**src/rtl/dds_seq_pkg.sv**
```systemverilog
// Shared types and constants for the DDS tuning-word sequencer.
// Holds the FSM state encoding, the ROM address range and the address clamp helper.
package dds_seq_pkg;

   localparam int ADDR_W           = 11;
   localparam int ADDR_MAX         = 1800;
   localparam int TW_WIDTH_DEFAULT = 32;

   typedef enum logic [2:0] {
      IDLE      = 3'd0,
      FETCH     = 3'd1,
      WAIT_DATA = 3'd2,
      WAIT_WRAP = 3'd3,
      LOAD      = 3'd4
   } seq_state_t;

   // Indices above the last ROM entry map onto the highest valid frequency.
   function automatic logic [ADDR_W-1:0] clamp_addr(input logic [ADDR_W-1:0] addr);
      if (addr > ADDR_W'(ADDR_MAX)) begin
         return ADDR_W'(ADDR_MAX);
      end
      return addr;
   endfunction

endpackage

```
**src/rtl/dds_seq_counter.sv**
```systemverilog
// Loadable up-counter with a terminal-count flag.
// The counter stops at the terminal value so the flag stays asserted until the next load.
module dds_seq_counter #(
   parameter int W = 4
) (
   input  logic         Fg_CLK,
   input  logic         RESETn,
   input  logic         load,
   input  logic [W-1:0] load_val,
   input  logic         en,
   input  logic [W-1:0] terminal,
   output logic         tc
);

   logic [W-1:0] count;

   assign tc = (count == terminal);

   always_ff @(posedge Fg_CLK or negedge RESETn) begin
      if (!RESETn) begin
         count <= '0;
      end else if (load) begin
         count <= load_val;
      end else if (en && !tc) begin
         count <= count + 1'b1;
      end
   end

endmodule

```
**src/rtl/dds_tuning_sequencer.sv**
```systemverilog
// Fetches tuning words from the frequency ROM on rotary/mode requests and applies them
// to the phase accumulator, either at the next accumulator wrap or at once on a mode change.
module dds_tuning_sequencer
   import dds_seq_pkg::*;
#(
   parameter int TW_WIDTH     = TW_WIDTH_DEFAULT,
   parameter int ROM_LAT      = 2,
   parameter int WRAP_TIMEOUT = 4095
) (
   input  logic                Fg_CLK,
   input  logic                RESETn,
   input  logic [ADDR_W-1:0]   Address,
   input  logic                FreqChng,
   input  logic [2:0]          Mode,
   output logic                Rom_Rd,
   output logic [ADDR_W-1:0]   Rom_Addr,
   input  logic [TW_WIDTH-1:0] Rom_Data,
   input  logic                Acc_Wrap,
   output logic [TW_WIDTH-1:0] Tuning_Word,
   output logic                Tw_Load,
   output logic                Acc_Clr,
   output logic                Busy
);

   localparam int LAT_W = $clog2(ROM_LAT + 1);
   localparam int TO_W  = $clog2(WRAP_TIMEOUT + 1);

   seq_state_t          state;
   seq_state_t          next_state;
   logic [2:0]          mode_sh;
   logic                mode_chg;
   logic                req;
   logic [ADDR_W-1:0]   addr_in;
   logic [ADDR_W-1:0]   addr_next;
   logic [ADDR_W-1:0]   req_addr;
   logic                pending;
   logic                force_flag;
   logic [TW_WIDTH-1:0] word_reg;
   logic                lat_tc;
   logic                to_tc;

   assign addr_in   = clamp_addr(Address);
   assign mode_chg  = (Mode != mode_sh);
   assign req       = FreqChng || mode_chg;
   // A request arriving in the same cycle as a fetch decision wins over the stored address.
   assign addr_next = req ? addr_in : req_addr;

   dds_seq_counter #(.W(LAT_W)) u_lat_cnt (
      .Fg_CLK   (Fg_CLK),
      .RESETn   (RESETn),
      .load     (state != WAIT_DATA),
      .load_val ('0),
      .en       (state == WAIT_DATA),
      .terminal (LAT_W'(ROM_LAT - 1)),
      .tc       (lat_tc)
   );

   dds_seq_counter #(.W(TO_W)) u_wrap_cnt (
      .Fg_CLK   (Fg_CLK),
      .RESETn   (RESETn),
      .load     (state != WAIT_WRAP),
      .load_val ('0),
      .en       (state == WAIT_WRAP),
      .terminal (TO_W'(WRAP_TIMEOUT)),
      .tc       (to_tc)
   );

   always_comb begin
      next_state = state;
      unique case (state)
         IDLE:      if (req) next_state = FETCH;
         FETCH:     next_state = WAIT_DATA;
         WAIT_DATA: if (lat_tc) next_state = force_flag ? LOAD : WAIT_WRAP;
         WAIT_WRAP: if (Acc_Wrap || to_tc) next_state = LOAD;
         LOAD:      next_state = (pending || req) ? FETCH : IDLE;
         default:   next_state = IDLE;
      endcase
   end

   // Outputs are decoded from next_state so each pulse lines up with its state.
   always_ff @(posedge Fg_CLK or negedge RESETn) begin
      if (!RESETn) begin
         state       <= IDLE;
         mode_sh     <= '0;
         pending     <= 1'b0;
         force_flag  <= 1'b0;
         Rom_Rd      <= 1'b0;
         Rom_Addr    <= '0;
         Tuning_Word <= '0;
         Tw_Load     <= 1'b0;
         Acc_Clr     <= 1'b0;
         Busy        <= 1'b0;
      end else begin
         state   <= next_state;
         mode_sh <= Mode;
         Rom_Rd  <= (next_state == FETCH);
         Tw_Load <= (next_state == LOAD);
         Acc_Clr <= (next_state == LOAD) && force_flag;
         Busy    <= (next_state != IDLE);

         if (next_state == FETCH) begin
            Rom_Addr <= addr_next;
         end
         // Forced loads leave WAIT_DATA straight into LOAD, so bypass the word register.
         if (next_state == LOAD) begin
            Tuning_Word <= (state == WAIT_DATA) ? Rom_Data : word_reg;
         end

         if (next_state == FETCH) begin
            pending <= 1'b0;
         end else if (req && (state != IDLE)) begin
            pending <= 1'b1;
         end

         if (state == LOAD) begin
            force_flag <= mode_chg;
         end else if (mode_chg) begin
            force_flag <= 1'b1;
         end
      end
   end

   always_ff @(posedge Fg_CLK) begin
      if (req) begin
         req_addr <= addr_in;
      end
      if ((state == WAIT_DATA) && lat_tc) begin
         word_reg <= Rom_Data;
      end
   end

endmodule

```
**config.mk**
```make
export PLATFORM = sky130hd
export DESIGN_NAME = dds_tuning_sequencer
export DESIGN_NICKNAME = d
export VERILOG_FILES = /design/src/rtl/dds_seq_pkg.sv /design/src/rtl/dds_seq_counter.sv /design/src/rtl/dds_tuning_sequencer.sv
export SDC_FILE = /design/constraint.sdc
export NUM_CORES = 1
export LEC_CHECK = 0
export CORE_MARGIN = 1
export CORE_UTILIZATION = 45
export DETAILED_ROUTE_END_ITERATION = 6
export PLACE_DENSITY = 0.71
export SKIP_CTS_REPAIR_TIMING = 1
export SYNTH_ARGS = -nofsm -noshare
export SYNTH_HDL_FRONTEND = slang
export SYNTH_SLANG_ARGS = --single-unit
```
**constraint.sdc**
```tcl
create_clock -name Fg_CLK -period 2.38 [get_ports Fg_CLK]
set_input_delay 0.476 -clock Fg_CLK [delete_from_list [all_inputs] [get_ports Fg_CLK]]
set_output_delay 0.476 -clock Fg_CLK [all_outputs]
set_load 0.03 [all_outputs]
```
==> flow_summary_export.csv <==
group,metric,value,unit
cells_and_area,syn2layout_area_growth,29.4,%
sta,fin_crit_sh,0.919,
sta,fmaxAchievable,457,MHz
synthesis,synthFlopType,"dfrtp_1",
clock_network,cts_buffer_depth,2,
setup_path,crit_path_end_kind,"register",
synthesis,synth_edf_count,32,
clock_network,htreeDepth,3,
setup_path,worstPathMaxFanout,7,
sta,worst_slack,192,ps
cells_and_area,final_common_cell,"clkdlybuf4s50_1",
power,ir_worst_vdd,0.540,mV
placed_design,gp_congestion,0.752,
placed_design,io_buffers,96,
synthesis,synth_seq_cells,112,
synthesis,syn_inst,370,
synthesis,synth_top_family_by_area,"compound AO/OA/AOI/OAI gates",
cells_and_area,final_cell_mix,"clkdlybuf4s50_1 (95), dfrtp_1 (69), o21a_1 (33)",
detailed_routing,wirelength,11300,um
clock_network,cts_tree,"yes",
clock_network,path_clk_slew,100,ps
setup_path,critPathLaunchType,"primary input",
sta,grt_setup_unrepaired,"no",
grt,grt_pass1_vias,3753,
cells_and_area,num-nets-final,526,
detailed_routing,drt-initial-drc-count,225,
grt,antenna_found_initial,0,
clock_network,clkLatencyLatePin,360,ps
worst_hold_path,holdCritPathClass,"primary input to async pin",
synthesis,synth-seq-area-share,0.600,
power,power_leakage,2.44,nW
cells_and_area,antennaDiodeCount,0,
power,power_density,1070,nW/um^2
synthesis,synthMuxAreaShare,0.0480,
floorplan,dieArea,11200,sq um
synthesis,avgSynthCellArea,13.1,sq um
sta,slew_violations,0,
setup_path,critPathRequiredTime,2630,ps
sta,fin_crit,2190,ps
placed_design,dp_hpwl,7500,um
setup_path,worstPathArrival,2440,ps
sta,finalHoldViolCount,0,
synthesis,synth_xor_area_frac,0.0145,
sta,tns,0,ps
grt,grt_max_degree,37,
clock_network,root_buffer,"clkbuf_8",
detailed_routing,viasPerCell,5.86,
detailed_routing,ant_nets,0,
detailed_routing,wl_per_cell,18.3,um
synthesis,synthArstFlopShare,0.616,
run_status,status,"completed",
placed_design,pre_cts_ws,-205,ps
synthesis,synth_nets,422,
cells_and_area,drive_gt1_frac,0.188,
detailed_routing,first_pass_iters,4,
clock_network,cts_made_buffers,9,
sta,skew,16.5,ps
synthesis,synth-simple-area-share,0.0607,
synthesis,synth_warnings,0,
placed_design,dp_cells,599,
clock_network,clkSinkCount,112,
detailed_routing,drc,0,
setup_path,reg2regPathDepth,8,
floorplan,ios,97,
floorplan,placementRows,37,
detailed_routing,num_vias,3605,
cells_and_area,fin_cells,615,
sta,timing_worst_slew_pin_value,489,ps
synthesis,netlist_area,4850,sq um
floorplan,die_w,106,um
cells_and_area,postLayoutCoreUtil,0.605,
synthesis,synthAdderAreaFrac,0.00516,
floorplan,core,10400,sq um
synthesis,ys_types,49,
floorplan,initial_core_util,0.467,
setup_path,worstSetupPathType,"primary input to register",
sta,slew_headroom,0.671,
grt,grt-ovfl-total,0,
floorplan,dieHeight,106,um
flow_run,max_cap_violations,0,
grt,grt_pass1_wl,18600,um
sta,setup_viol_count_final,0,
synthesis,synth-compound-area-share,0.239,
grt,grtUsageTotal,0.211,
## worst paths after layout
kind | endpoint | startpoint | slack, ps
max in group asynchronous | force_flag | RESETn | 1740
worst max-delay path | Rom_Addr[9] | Mode[1] | 190
worst min-delay path | Tuning_Word[4] | RESETn | 70
worst max register to register | Tuning_Word[10] | u_lat_cnt.count[1] | 330
min in group Fg_CLK | req_addr[4] | req_addr[4] | 470
worst min register to register | req_addr[4] | req_addr[4] | 470
## Yosys cell counts, drive strengths merged (2+ instances only)
cell type   n  area share
xor2        7       0.013
mux2       15       0.036
dfrtp      69        0.36
a21oi       9      0.0093
o2111ai     2      0.0036
nand2      12      0.0093
a31oi       2      0.0026
o21ai      13       0.014
o32a       32       0.066
edfxtp     32        0.20
nand4       6      0.0077
dfxtp      11       0.045
o221a      32       0.074
inv        12      0.0093
or4         2      0.0031
mux2i       6       0.012
o21a       33       0.051
and4        3      0.0054
o41ai       3      0.0054
nor2       11      0.0085
nand3       4      0.0041
clkbuf     20       0.015
and2        4      0.0052
or3         4      0.0052
nor4        2      0.0026
o22ai       3      0.0039
buf         6      0.0075
ha          2      0.0052
## power breakdown
group	total (mW)	internal, mW	switching, mW	leakage (nW)
logic	2.95	1.49	1.46	1.08
registers	2.72	2.42	0.301	1.27
clock network	1.06	0.398	0.662	0.0892
## cell families (layout without fill, tap and decap cells)
logic type,count (synthesis),in the layout
compound gates,134,134
xor+xnor,8,8
fa+ha+maj,2,2
buf+inv,39,148
flops,112,112
mux,21,21
simple gates,54,54
## stage by stage
stage	instance area (sq um)	power, mW	hold WS (ps)
finish	6270	6.73	67.5
global route	6270	7.10	86.6
detailed placement	6100	5.72	462
global placement	6100	5.64	443
floorplan	4850	4.57	180
CTS	6270	6.79	76.3
## layer usage
metal  global-route usage  routed length, um  vias to the layer above
li1                     -                  -                     1678
met3               0.0365                597                        9
met1                0.276               5080                     1814
met2                0.360               5510                      104
met5                    0                  0                        -
met4               0.0556                 89                        0
## critical path, cell delays in order
cell and delay, ps:
clkdlybuf4s50_1 430, xor2_1 160, or4_1 600, buf_4 210, mux2_4 300, mux2_2 250
## area by class of cell
class                   instances  area (sq um)
clock inverters                 6          50.0
inverters                      13          48.8
multi-input cells             219          1790
fillers                       859          4100
well taps                     136           170
flip-flops and latches        112          2910
clock buffers                  10           128
repair buffers                119          1180
No activity file was read; power rests on OpenSTA's default activity.
